`config.mk`:
```
export PLATFORM = sky130hd
export DESIGN_NAME = instr_encoder
export DESIGN_NICKNAME = d
export VERILOG_FILES = /design/src/rtl/instr_encoder.sv
export SDC_FILE = /design/constraint.sdc
export NUM_CORES = 1
export LEC_CHECK = 0
export BUFFER_PORTS_ARGS = -buffer_cell sky130_fd_sc_hd__clkbuf_2
export CAP_MARGIN = 20
export CORE_ASPECT_RATIO = 0.7
export CORE_MARGIN = 2
export CORE_UTILIZATION = 45
export DETAILED_ROUTE_END_ITERATION = 16
export PLACE_DENSITY = 0.64
export SLEW_MARGIN = 5
export SYNTH_ARGS = -nofsm -noshare
export SYNTH_HDL_FRONTEND = slang
export SYNTH_SLANG_ARGS = --single-unit
```
`constraint.sdc`:
```
create_clock -name clk -period 2.6 [get_ports clk]
set_clock_uncertainty 0.2 [all_clocks]
set_input_delay 0.26 -clock clk [delete_from_list [all_inputs] [get_ports clk]]
set_output_delay 0.26 -clock clk [all_outputs]
set_load 0.02 [all_outputs]
```
`src/rtl/instr_encoder.sv`:
```
// Packs opcode/src1/src2/dest fields into 8-bit instruction words.
// Illegal tuples are rejected; legal words queue in a FWFT FIFO with addresses.
module instr_encoder #(
  parameter int DEPTH  = 4,
  parameter int ADDR_W = 8,
  localparam int PW    = $clog2(DEPTH),
  localparam int CW    = $clog2(DEPTH) + 1
) (
  input  logic              clk,
  input  logic              reset,
  input  logic              flush,
  input  logic              in_valid,
  output logic              in_ready,
  input  logic [2:0]        in_opcode,
  input  logic [3:0]        in_src1,
  input  logic [3:0]        in_src2,
  input  logic [3:0]        in_dest,
  output logic              out_valid,
  input  logic              out_ready,
  output logic [7:0]        out_instr,
  output logic [ADDR_W-1:0] out_addr,
  output logic              reject_pulse,
  output logic [7:0]        reject_count,
  output logic [CW-1:0]     count
);

  logic [7:0]        instr_q [DEPTH];
  logic [ADDR_W-1:0] addr_q  [DEPTH];

  logic [PW-1:0]     rd_ptr_q, rd_ptr_d;
  logic [PW-1:0]     wr_ptr_q, wr_ptr_d;
  logic [CW-1:0]     count_q, count_d;
  logic [ADDR_W-1:0] wr_addr_q, wr_addr_d;
  logic              pulse_q, pulse_d;
  logic [7:0]        rej_q, rej_d;

  logic accept, legal, push, pop;
  logic [7:0] enc;

  assign in_ready = (count_q < CW'(DEPTH)) && !flush;
  assign accept   = in_valid && in_ready;
  assign legal    = (in_opcode <= 3'd4)
                 && (in_src1[3:2] == 2'b00)
                 && (in_src2[3:2] == 2'b00)
                 && (in_dest[3:1] == 3'b000);
  assign push     = accept && legal;
  assign pop      = out_valid && out_ready;
  assign enc      = {in_opcode, in_src1[1:0],
                     in_src2[1:0], in_dest[0]};

  always_comb begin
    rd_ptr_d  = rd_ptr_q;
    wr_ptr_d  = wr_ptr_q;
    count_d   = count_q;
    wr_addr_d = wr_addr_q;
    pulse_d   = accept && !legal;
    rej_d     = rej_q;
    if (accept && !legal && rej_q != 8'hFF)
      rej_d = rej_q + 8'd1;
    // flush wipes the queue but keeps the reject history
    if (flush) begin
      rd_ptr_d  = '0;
      wr_ptr_d  = '0;
      count_d   = '0;
      wr_addr_d = '0;
    end else begin
      if (push) begin
        wr_ptr_d  = wr_ptr_q + PW'(1);
        wr_addr_d = wr_addr_q + ADDR_W'(1);
      end
      if (pop)
        rd_ptr_d = rd_ptr_q + PW'(1);
      unique case ({push, pop})
        2'b10:   count_d = count_q + CW'(1);
        2'b01:   count_d = count_q - CW'(1);
        default: count_d = count_q;
      endcase
    end
  end

  always_ff @(posedge clk) begin
    if (reset) begin
      rd_ptr_q  <= '0;
      wr_ptr_q  <= '0;
      count_q   <= '0;
      wr_addr_q <= '0;
      pulse_q   <= 1'b0;
      rej_q     <= '0;
    end else begin
      rd_ptr_q  <= rd_ptr_d;
      wr_ptr_q  <= wr_ptr_d;
      count_q   <= count_d;
      wr_addr_q <= wr_addr_d;
      pulse_q   <= pulse_d;
      rej_q     <= rej_d;
    end
  end

  always_ff @(posedge clk) begin
    if (!reset && push) begin
      instr_q[wr_ptr_q] <= enc;
      addr_q[wr_ptr_q]  <= wr_addr_q;
    end
  end

  assign out_valid    = (count_q != '0);
  assign out_instr    = out_valid ? instr_q[rd_ptr_q] : '0;
  assign out_addr     = out_valid ? addr_q[rd_ptr_q] : '0;
  assign reject_pulse = pulse_q;
  assign reject_count = rej_q;
  assign count        = count_q;

endmodule

```
==> impl_metrics.py <==
metrics = {
    "run_status": {
        "status": "completed",
    },
    "hold_path": {
        "hold_end": "reject_count[5]",
        "worstHoldStart": "reset",
        "whs_path_depth": 2,
        "hold_class": "input port to flip-flop",
    },
    "global_routing": {
        "grt_pass1_wl_mm": 10.74,
        "grt.total_usage_pct": 16.21,
        "grt_max_degree": 19,
        "grt_overflow_total": 0,
        "grt_pass1_vias": 2109,
        "antenna_found_initial": 0,
    },
    "timing": {
        "setup_violations": 0,
        "drv_slew": 0,
        "period_share_pct": 93.55,
        "tns_ns": 0,
        "slew_headroom_pct": 67.15,
        "fin_ws_ns": 0.1676,
        "min_period_ns": 2.432,
        "whs_ns": 0.05256,
        "tightest_slew_ns": 0.4922,
        "max_freq_mhz": 411.1,
        "rsz0062_at_grt": "false",
        "hold_viol_final": 0,
    },
    "critical_path": {
        "setup.worst_path.start": "in_opcode[2]",
        "cp_data_required_time_ns": 2.67,
        "cp.arrival_ns": 2.50,
        "crit_slowest_cell": "dlygate4sd3_1",
        "cp-end-kind": "flip-flop",
        "crit_top_cell": "buf_4",
        "r2r_slack_ns": 0.28,
        "path_cells": "dlygate4sd3_1 > buf_4 > o21ai_1 > buf_4 > nand4b_4 > ha_4 > inv_1 > fa_1 > xor2_1 > or3_2 > a21oi_2",
        "rr_startpoint": "count[2]",
        "reg2reg_to": "addr_q[2][2]",
        "critical_path.startpoint_type": "input port",
        "critPathMaxStageDelay_ns": 0.53,
        "worstSetupPathType": "input port to flip-flop",
        "crit_fanout": 5,
        "ff2ff_path_depth": 6,
    },
    "layout": {
        "syn_to_final_growth_pct": 22.58,
        "fin_util_pct": 57.39,
        "layout_common_cells": "64 x edfxtp_1, 46 x clkbuf_2, 26 x dfxtp_1",
        "final_nets": 343,
        "final_common_cell": "edfxtp_1",
        "drive_gt1_share_pct": 30.63,
        "post-route-cell-area_sq_mm": 0.004537,
        "n_antenna_cell": 0,
    },
    "power": {
        "leakage_nw": 1.600,
        "p_per_area_mw_per_mm2": 655.9,
        "peakVddDrop_mv": 0.3463,
    },
    "die": {
        "start_util_pct": 46.82,
        "io_pins": 50,
        "dieArea_sq_mm": 0.008978,
        "die_y_um": 79.88,
        "row_count": 27,
        "core_area_sq_mm": 0.007905,
        "die_w_um": 112.4,
    },
    "route": {
        "drt-initial-drc-count": 114,
        "viasPerCell": 5.200,
        "drcViolationCount": 0,
        "via_count": 2189,
        "wirelength_mm": 6.620,
        "drtPass1Iterations": 4,
        "ant_nets": 0,
        "post_drt_wl_per_cell_um": 15.72,
    },
    "yosys": {
        "ys_warn_count": 0,
        "synth_edf_count": 64,
        "syn_area_sq_mm": 0.003701,
        "yosysSeqAreaShare_pct": 65.99,
        "async_flop_share_pct": 0,
        "netlist_instances": 247,
        "ys.flop_type": "edfxtp_1",
        "synth_area_per_cell_sq_um": 14.98,
        "ys_seq_elements": 90,
        "synth_cell_types": 40,
        "synth_nets": 275,
    },
    "run": {
        "max_cap_viol_count": 0,
    },
    "placement": {
        "io_buffers": 49,
        "dp_slack_ns": 0.2786,
        "place.gp.congestion": 0.7778,
        "dp_hpwl_mm": 4.428,
        "place_area_sq_mm": 0.004119,
    },
    "clock_tree": {
        "cts_setup_buffers": 0,
        "cts.reportedPaths.clkPinSlew_ns": 0.06,
        "cts.sinks": 90,
        "cts-root-buf": "clkbuf_16",
        "cts_tree": "yes",
        "cts_buffer_depth": 2,
        "cts_max_level": 3,
        "insertion_delay_ns": 0.33,
        "cts_buffers": 9,
    },
}
-- synth_stat cells, types with 2 or more instances --
master     n  area share, %
a21oi_1   11            1.5
and2_1    22            3.7
buf_2      2           0.27
clkbuf_1   7           0.71
dfxtp_1   26             14
edfxtp_1  64             52
ha_1       7            2.4
inv_1      9           0.91
mux2i_1    3           0.81
mux4_2    16            9.7
nand2_1    8           0.81
nand3_1    5           0.68
nand4_1    3           0.51
nor2_1    16            1.6
o21ai_0    6           0.81
o31ai_1    5            1.0
or3_1      7            1.2
or4_1      4           0.81
xnor2_1    2           0.47
xor2_1     4           0.95
-- worst max-delay path: cells and delay by family --
kind	cells	cell delay, ns
adder cells (fa/ha/maj)	2	0.51
AND/OR/NAND/NOR	2	0.51
buffers and inverters	4	0.85
AO/OA/AOI/OAI	2	0.20
XOR/XNOR	1	0.15
-- area by class of cell --
type,instances,area [sq um]
clock buffer,11,242.7
clock inverter,5,86.33
fill,653,3368
inverter,9,33.78
multi-input combinational,137,1190
sequential,90,2442
tap,101,126.4
timing repair buffer,68,415.4
-- through the flow --
step | power, W | std cells
2_1_floorplan | 0.001585 | 247
3_3_place_gp | 0.001612 | 399
3_5_place_dp | 0.001613 | 399
4_1_cts | 0.003006 | 423
5_1_grt | 0.003075 | 421
6_report | 0.002976 | 421
-- layer usage --
layer,routed length (um),vias to the layer above,global-route usage (%)
met3,347,8,6.150
li1,-,1079,-
met4,109,0,5.122
met2,2993,50,23.98
met5,0,-,0
met1,3170,1052,22.33
-- where the power goes --
| group | switching, W | internal, W |
|---|---|---|
| registers | 0.00000234 | 0.00153 |
| clock network | 0.000510 | 0.000876 |
| logic | 0.0000339 | 0.0000274 |
| total | 0.000546 | 0.00243 |
-- worst max path at each step --
stage,slack [ns],end,depth (start not counted)
final,0.17,count[2],11
after global routing,0.04,count[2],11
after CTS,0.1,count[2],11
after detailed placement,0.28,count[2],8
after global placement,0.34,instr_q[1][1],6
after floorplan,0.05,count[2],9
-- timing repair --
action / in CTS / in global routing
hold endpoints to repair: 32 / 0
endpoints found under the setup margin: 0 / 1
resized for setup: 0 / 5
hold buffers: 8 / 0
-- cells by family after synthesis --
group	after synthesis	synth area share, %
simple gates	74	11.66
flops	90	65.99
fa+ha+maj	8	2.907
mux	20	10.85
compound gates	29	4.868
buf+inv	20	2.299
xor+xnor	6	1.420
-- state kept, by name, summed over array words and instances, names as in the netlist, named ones only --
signal,flops
reject_pulse,1
wr_ptr_q,2
wr_addr_q,8
addr_q,32
rd_ptr_q,2
count,3
instr_q,32
reject_count,8
Power figures use the tool's default switching activity.
